==> src/rtl/sign_handler_stream.sv <==
// Streaming CORDIC quadrant sign handler: applies saturating sign correction to
// first-quadrant cos/sin and emits one or two beats per transaction into a show-ahead FIFO.
module sign_handler_stream #(
  parameter int unsigned WIDTH    = 32,
  parameter int unsigned DEPTH    = 4,
  parameter int unsigned TAG_W    = 4,
  parameter int unsigned LEVEL_IN = 1
) (
  input  logic                         clk,
  input  logic                         rst,
  input  logic                         in_valid,
  output logic                         in_ready,
  input  logic [1:0]                   in_kuadran,
  input  logic                         in_neg,
  input  logic [WIDTH-1:0]             in_cos,
  input  logic [WIDTH-1:0]             in_sin,
  input  logic [1:0]                   in_mode,
  input  logic [TAG_W-1:0]             in_tag,
  output logic                         out_valid,
  input  logic                         out_ready,
  output logic [WIDTH-1:0]             out_data,
  output logic [TAG_W-1:0]             out_tag,
  output logic                         out_last,
  output logic                         out_sat,
  output logic [$clog2(DEPTH+1)-1:0]   count
);

  localparam int unsigned CNT_W = $clog2(DEPTH + 1);
  localparam int unsigned PTR_W = (DEPTH > 1) ? $clog2(DEPTH) : 1;
  localparam logic [WIDTH-1:0] MIN_VAL = {1'b1, {(WIDTH-1){1'b0}}};
  localparam logic [WIDTH-1:0] MAX_VAL = {1'b0, {(WIDTH-1){1'b1}}};

  typedef struct packed {
    logic [WIDTH-1:0] data;
    logic [TAG_W-1:0] tag;
    logic             last;
    logic             sat;
  } beat_t;

  typedef enum logic {IDLE, SECOND} state_t;

  // Conditional negation; the most negative value clamps to the most positive one.
  function automatic beat_t correct(input logic [WIDTH-1:0] v, input logic do_neg,
                                    input logic [TAG_W-1:0] tag, input logic last);
    beat_t b;
    b.data = v;
    b.tag  = tag;
    b.last = last;
    b.sat  = 1'b0;
    if (do_neg) begin
      if (v == MIN_VAL) begin
        b.data = MAX_VAL;
        b.sat  = 1'b1;
      end else begin
        b.data = (~v) + WIDTH'(1);
      end
    end
    return b;
  endfunction

  state_t           state;
  beat_t            second_q;
  beat_t            cos_beat;
  beat_t            sin_beat;
  beat_t            first_beat;
  beat_t            second_d;
  beat_t            push_beat;
  beat_t            head;
  beat_t            mem [DEPTH];
  logic [PTR_W-1:0] wr_ptr;
  logic [PTR_W-1:0] rd_ptr;
  logic             eff_valid;
  logic             space;
  logic             accept;
  logic             push;
  logic             pop;
  logic             neg_cos;
  logic             neg_sin;
  logic             first_is_sin;

  assign neg_cos      = in_kuadran[0] ^ in_kuadran[1];
  assign neg_sin      = in_neg ^ in_kuadran[1];
  assign first_is_sin = in_mode[0] ^ in_mode[1];

  assign cos_beat   = correct(in_cos, neg_cos, in_tag, ~in_mode[1]);
  assign sin_beat   = correct(in_sin, neg_sin, in_tag, ~in_mode[1]);
  assign first_beat = first_is_sin ? sin_beat : cos_beat;

  // The beat held back for dual-result modes always closes the transaction.
  always_comb begin
    second_d      = first_is_sin ? cos_beat : sin_beat;
    second_d.last = 1'b1;
  end

  // Occupancy is checked before any same-cycle pop, so a full FIFO never falls through.
  assign space     = (count < CNT_W'(DEPTH));
  assign in_ready  = (state == IDLE) && space;
  assign accept    = eff_valid && in_ready;
  assign push      = accept || ((state == SECOND) && space);
  assign push_beat = (state == SECOND) ? second_q : first_beat;
  assign pop       = out_valid && out_ready;

  generate
    if (LEVEL_IN != 0) begin : g_level
      logic valid_q;
      logic armed;
      logic pending;

      // armed suppresses a done level that is already high when reset releases.
      always_ff @(posedge clk or negedge rst) begin
        if (!rst) begin
          valid_q <= 1'b0;
          armed   <= 1'b0;
          pending <= 1'b0;
        end else begin
          valid_q <= in_valid;
          armed   <= 1'b1;
          if (in_valid && !valid_q && armed) begin
            pending <= 1'b1;
          end else if (accept) begin
            pending <= 1'b0;
          end
        end
      end

      assign eff_valid = pending;
    end else begin : g_handshake
      assign eff_valid = in_valid;
    end
  endgenerate

  always_ff @(posedge clk or negedge rst) begin
    if (!rst) begin
      state    <= IDLE;
      second_q <= '0;
    end else begin
      case (state)
        IDLE: begin
          if (accept && in_mode[1]) begin
            state    <= SECOND;
            second_q <= second_d;
          end
        end
        SECOND: begin
          if (space) begin
            state <= IDLE;
          end
        end
        default: state <= IDLE;
      endcase
    end
  end

  // Show-ahead FIFO storage and occupancy.
  always_ff @(posedge clk or negedge rst) begin
    if (!rst) begin
      wr_ptr <= '0;
      rd_ptr <= '0;
      count  <= '0;
      for (int unsigned i = 0; i < DEPTH; i++) begin
        mem[PTR_W'(i)] <= '0;
      end
    end else begin
      if (push) begin
        mem[wr_ptr] <= push_beat;
        wr_ptr      <= wr_ptr + PTR_W'(1);
      end
      if (pop) begin
        rd_ptr <= rd_ptr + PTR_W'(1);
      end
      if (push && !pop) begin
        count <= count + CNT_W'(1);
      end else if (!push && pop) begin
        count <= count - CNT_W'(1);
      end
    end
  end

  assign head      = mem[rd_ptr];
  assign out_valid = (count != '0);
  assign out_data  = head.data;
  assign out_tag   = head.tag;
  assign out_last  = head.last;
  assign out_sat   = head.sat;

endmodule
==> config.mk <==
export PLATFORM = sky130hd
export DESIGN_NAME = sign_handler_stream
export DESIGN_NICKNAME = d
export VERILOG_FILES = /design/src/rtl/sign_handler_stream.sv
export SDC_FILE = /design/constraint.sdc
export NUM_CORES = 1
export LEC_CHECK = 0
export BUFFER_PORTS_ARGS = -buffer_cell sky130_fd_sc_hd__buf_4
export CAP_MARGIN = 10
export CORE_ASPECT_RATIO = 0.9
export CORE_MARGIN = 2
export CORE_UTILIZATION = 60
export CTS_BUF_LIST = sky130_fd_sc_hd__clkbuf_8 sky130_fd_sc_hd__clkbuf_16
export CTS_CLUSTER_DIAMETER = 50
export DETAILED_ROUTE_END_ITERATION = 16
export MAX_ROUTING_LAYER = met4
export PLACE_DENSITY = 0.87
export SKIP_LAST_GASP = 1
export SYNTH_ARGS = -nofsm -noshare
export SYNTH_HDL_FRONTEND = slang
export SYNTH_SLANG_ARGS = --single-unit
==> constraint.sdc <==
create_clock -name clk -period 4.1 [get_ports clk]
set_clock_uncertainty 0.2 [all_clocks]
set_input_delay 0.615 -clock clk [delete_from_list [all_inputs] [get_ports clk]]
set_output_delay 0.615 -clock clk [all_outputs]
set_load 0.05 [all_outputs]
After elaboration in Yosys (flattened, before gate mapping):

Index checks and enable logic that the tools add are counted.

* bits in latches: 0
* logic and storage cells: 90
* memories: 0
* register bits after elaboration: 201
* memory bits (read-only): 0
* output and inout bits: 43
* bits of input ports: 77
* bits in writable memories: 0

* magnitude comparators: 4
* equal/unequal tests: 2
* mux-type cells: 24
* shift operators: 0
* div/mod/pow operators: 0
* $mul: 0
* bitwise gates (word level): 9
* add/subtract/negate cells: 6
* reductions and logical operators: 18

Operators with widths (count)
* 2-to-1 mux 38 bit: 6
* bitwise mux 152 bit: 1
* 2-to-1 mux 32 bit: 4
* binary-select mux 38 bit (select 2 bit): 1
* demux 38 bit (select 2 bit): 1
* adder 32 x 1 -> 32 bit, second input constant: 2
* equality test 32 bit, second input constant: 2
* NOT 32 bit: 2
* logical AND 1 bit: 10
* 2-to-1 mux 1 bit: 8
* >= comparator 3 bit, second input constant: 2
* 2-to-1 mux 3 bit: 2
* NOT 2 -> 3 bit: 2
* adder 2 x 1 -> 2 bit, second input constant: 2
* nonzero test 2 bit: 2
* adder 3 x 1 -> 3 bit, second input constant: 1
* logical NOT 1 bit: 3
* less-than comparator 3 x 1 -> 1 bit, second input constant: 1
* less-than comparator 3 bit, second input constant: 1
* nonzero test 3 bit: 1
* subtractor 3 x 1 -> 3 bit, second input constant: 1
* bitwise XOR 1 bit: 3
* NOT 1 bit: 2
* case mux 1 bit (2 select lines): 1
* other kinds (2): 2

Logic depth before layout (Yosys ltp):

* word-level depth: 8
* depth in mapped cells: 10
* gate-level depth less buffers: 9

Least setup slack after synthesis:

No wires, ideal clock.

* path kind: input to register
* from: in in_cos[10]
* to: reg mem[111] in the netlist's numbering
* buffers on the path: 0
* setup slack: 1.209 ns
* stages: 7
* arrival time: 2.597 ns
* setup time: 0.094 ns
* required time: 3.806 ns
* cells stage by stage: or4_1 -> nor3_4 -> nand2_1 -> o41ai_1 -> xor2_1 -> a22o_4 -> a221oi_2

* longest elaborated chain between the ends: 7
* elaborated cells between the ends (all ways): 8
* classes of those cells: add/sub (1); eq/ne (1); mux (5); bitwise (1)

RTL lines
* from (decl): RTL line 15 `input logic [WIDTH-1:0] in_cos,`
* NOT 32 bit: RTL line 55 `b.data = (~v) + WIDTH'(1);`
* adder 32 x 1 -> 32 bit: RTL line 55
* 2-to-1 mux 32 bit (*): RTL line 51 `if (v == MIN_VAL) begin`
* 2-to-1 mux 32 bit (*): RTL line 50 `if (do_neg) begin`
* 2-to-1 mux 38 bit (*): RTL line 87 `assign first_beat = first_is_sin ? sin_beat : cos_beat;`
* 2-to-1 mux 38 bit (*): RTL line 100 `assign push_beat = (state == SECOND) ? second_q : first_beat;`
* bitwise mux 152 bit (*): RTL line 165 `mem[wr_ptr] <= push_beat;`
* to (signal, indexed assignment): RTL line 165
* to (decl): RTL line 69 `beat_t mem [DEPTH];`

Mark *: on every way between the ends. The rest lies on a longest branch, timed or not.
A chain may end at the register's enable or synchronous reset.

Final worst setup path:

* from: reg rd_ptr[0]
* to: out out_data[16]

* longest elaborated chain between the ends: 4

RTL lines
* from (decl): RTL line 71 `logic [PTR_W-1:0] rd_ptr;`
* from (signal assigned): RTL line 169 `rd_ptr <= rd_ptr + PTR_W'(1);`
* NOT 2 -> 3 bit (implied by the code): RTL line 179 `assign head = mem[rd_ptr];`
* binary-select mux 38 bit (select 2 bit): RTL line 179
* 2-to-1 mux 38 bit (implied by the code) (2 in a row): RTL line 179
* to (decl): RTL line 21 `output logic [WIDTH-1:0] out_data,`

Every way passes these cells. The select of a mux whose other input is x is not followed.

==> summary by stage <==
Yosys
The post-synthesis share of cell area spent on xor and xnor gates is 0.05418. After synthesis, the share of flip-flops with an asynchronous set or reset is 1.000. Of the total synthesized cell area, the portion taken by full adders, half adders and majority gates is 0.009788.

In the synthesized netlist, the number of instances is 1115. The synthesized design contains roughly 200 register bits. The mean post-synth cell area is 9.859 um2. After synthesis, the netlist uses 72 different library cells. Synthesis produced a netlist with a net count of 1200.

The area share of and/or/nand/nor cells after synthesis is 0.1476. The largest family of logic cells by synthesized area is compound AO/OA/AOI/OAI gates. For this run, the number of Yosys warnings is 0. The fraction of the mapped netlist area in compound gates is 0.2123. The post-synthesis mux area share is 0.08536. After synthesis the cells add up to 10990 um2. The count of flip-flops with a built-in enable after synthesis is 0. The part of the Yosys area used for sequential elements is 0.4575. The main flop type after synthesis is dfrtp_1.

Global routing
The total overflow reported by the global router is 0. The initial antenna violation count is 0. Entering global routing, the biggest net connects 105 pins.

The global routing usage summed across all routing layers is 0.3456. The via count of the first global-routing pass was 9510. The first global-routing pass estimated 51960 um of wire.

Setup path
For the worst setup path, the data required time is 3.28 ns. STA classifies the critical path endpoint as a primary output. Along the worst path, the maximum fanout reaches 30.

The register-to-register setup slack is approximately 1.1 ns. The worst setup path is launched from a flip-flop. For the worst setup path, the data arrival time is 2.28 ns. The critical path is of the flip-flop to primary output type.

Floorplanning
The full die area is between 15000 and 20000 um2. The region available for standard cell placement spans 17780 um2. The number of primary I/O pins is between 100 and 150. The die height is 132.4 um. The initial utilization of the core area, before any placement, comes to 0.6181. The number of placement rows is 46. The floorplan step set the die width to 146.7 um.

Placement
The number of placed cells counting well taps is 1419. The estimated wirelength of the detail-placed design is 21820 um. In this run the cell area measured after placement is around 12000 um2. The routability congestion estimate is roughly 0.97. Port buffering added roughly 120 buffers.

Timing
The max-slew violation total from the final report is 0. The highest clock frequency the design can meet is 0.3227 GHz. The worst slack on hold paths is -0.02873 ns. The number of endpoints failing setup at the final stage is 0.

Dividing the final minimum period by the clock period gives 0.7559. Setup repair after global routing left no endpoint under its margin. The actual transition at the worst max-transition pin is 0.8499 ns.

For the finished layout, the period the worst path requires is 3.099 ns. The count of endpoints failing hold in the final timing report is 19. The remaining max-slew budget at the tightest pin is 0.4334. The aggregate negative setup slack is 0 ns.

Routing
The routed wire length is 32120 um. Dividing the detail-routed wire length by the instance count gives 22.00 um. The final routed DRC violation total is 0.

For this block, the initial DRC count from the detailed router was 1046. The via total after detailed routing is between 9000 and 10000. In the routed layout, each cell is associated on average with a via count of 6.664. For this run, the detailed router's first-pass iteration total came to 5.

Once detail routing completed, the nets flagged for antenna violations numbered 0.

Run status
The checks that failed: hold timing. The run finished, with violations left.

Pwr
The maximum resistive drop on vdd is 0.4724 mV. Summed over all cells, the static leakage comes to 5.673 nW. The power density over the cells is 851.8 nW/um2.

Finish
The number of non-filler instances in the completed layout is ~1500. For this run, the post-layout net count is 1290. Compared with the post-synthesis result, the final layout area differs by 17.33%. 0 antenna diodes ended up in the layout.

Summing all non-filler instances in the final layout gives an area of 12900 um2. The final standard cell utilization of the core is 0.7253. Of the cells placed in the final design, the portion with a size suffix greater than 1 is 0.2172.

Clock tree
TritonCTS created 23 clock buffers. The H-tree depth is 1. The number of clock sinks is 201. Once the clock tree was built, the setup fixing pass inserted 0 buffers. The later pin in the worst-skew pair is clocked with a latency of 0.52 ns. The number of hold buffers added after CTS was 0.

The cell sitting at the root of the clock tree is a clkbuf_16. TritonCTS built the clock tree. The total of cells resized after clock tree synthesis is 0. The maximum number of buffers from clock root to sink is 3. After clock tree synthesis, the clock-pin slew on the worst setup and hold paths is 0.06 ns.

Hold path
The worst hold path belongs to the class input port to async pin.

Flow run
Across the run, the number of max-cap violations was 0.
[sequential cells by signal, summed over array words and instances (netlist names)]
name             count
mem                152
state                1
g_level.valid_q      1
wr_ptr               2
g_level.armed        1
second_q            38
count                3
eff_valid            1
rd_ptr               2
[layout by cell type, fill, tap and decap left out, drive strengths merged, types with 8 or more instances in the layout]
master,n
a21oi,33
a41oi,8
nor3,20
a31oi,35
a21o,22
o21ai,126
clkbuf,28
nand2,201
dfrtp,201
o22ai,9
inv,19
a221oi,42
mux4,38
xnor2,41
nand3,12
nor2,80
buf,146
xor2,27
o31ai,8
nor4,11
o221ai,23
[routing by layer]
layer | vias up | global-route usage | part of all wire
li1 | 4299 | - | -
met1 | 4790 | 0.4927 | 0.42
met2 | 573 | 0.5081 | 0.46
met3 | 68 | 0.08034 | 0.10
met4 | 0 | 0.08522 | 0.024
met5 | - | - | 0
[cells in the mapped netlist (all sizes together) (2+ instances only)]
| master | count | share of area |
|---|---|---|
| dfrtp | 201 | 0.46 |
| nand2 | 201 | 0.069 |
| o21ai | 126 | 0.058 |
| nor2 | 80 | 0.028 |
| clkbuf | 62 | 0.021 |
| a221oi | 42 | 0.043 |
| xnor2 | 41 | 0.033 |
| mux4 | 38 | 0.078 |
| a31oi | 35 | 0.020 |
| a21oi | 33 | 0.015 |
| xor2 | 27 | 0.022 |
| o221ai | 23 | 0.018 |
| a21o | 22 | 0.015 |
| buf | 20 | 0.0083 |
| nor3 | 20 | 0.011 |
| nand3 | 12 | 0.0055 |
| nor4 | 11 | 0.0082 |
| inv | 10 | 0.0034 |
| o22ai | 9 | 0.0051 |
| a41oi | 8 | 0.0064 |
| o31ai | 8 | 0.0055 |
| ha | 7 | 0.0080 |
| and2 | 6 | 0.0034 |
| mux2i | 6 | 0.0055 |
| or3 | 6 | 0.0039 |
| or4 | 6 | 0.0044 |
| a22o | 5 | 0.0048 |
| and3 | 5 | 0.0033 |
| o41ai | 4 | 0.0032 |
| a211oi | 3 | 0.0025 |
| a31o | 3 | 0.0024 |
| and4 | 3 | 0.0024 |
| nor3b | 3 | 0.0031 |
| o211ai | 3 | 0.0020 |
| a221o | 2 | 0.0018 |
| mux2 | 2 | 0.0020 |
| nand4b | 2 | 0.0016 |
| o21a | 2 | 0.0014 |
| o31a | 2 | 0.0016 |
| or2 | 2 | 0.0014 |
[cell type report]
| cell class | instances | area (um2) |
|---|---|---|
| inverter | 10 | 37.54 |
| clock inverter | 13 | 111.4 |
| timing repair buffer | 147 | 1142 |
| sequential | 201 | 5032 |
| tap | 240 | 300.3 |
| multi-input combinational | 822 | 5644 |
| fill | 1270 | 4886 |
| clock buffer | 27 | 630.6 |
[kinds of logic after synthesis]
| group | count (synthesis) |
|---|---|
| fa+ha+maj | 8 |
| buf+inv | 92 |
| compound gates | 338 |
| xor+xnor | 68 |
| mux | 46 |
| flops | 201 |
| other cells | 1 |
| simple gates | 361 |
[power by group]
part	internal, mW	switching [mW]	total, mW
clock	1.17	0.837	2.01
combinational	1.98	3.42	5.40
sequential	2.95	0.638	3.58
[through the flow]
stage | setup WS (ns) | power [mW]
after floorplan | 1.209 | 7.286
after global placement | 0.8186 | 8.659
after detailed placement | 0.7947 | 8.867
after CTS | 0.9703 | 10.95
after global routing | 0.8894 | 11.52
final | 1.001 | 10.99
[critical path, stage by stage (launching register included)]
cell     delay [ns]
dfrtp_2        0.62
buf_12         0.31
mux4_2         0.59
buf_4          0.22
[final timing paths]
path	end	start	cells after the start
setup / recovery	out_data[16]	rd_ptr[0]$_DFFE_PN0P_	3
hold / removal	mem[79]$_DFFE_PN0P_	rst	1
setup reg to reg	mem[56]$_DFFE_PN0P_	state$_DFF_PN0_	4
hold reg to reg	eff_valid$_DFFE_PN0P_	g_level.valid_q$_DFF_PN0_	1
max in group asynchronous	state$_DFF_PN0_	rst	2
min in group clk	g_level.valid_q$_DFF_PN0_	in_valid	1
Note: power is estimated with default switching activity, not from simulation.
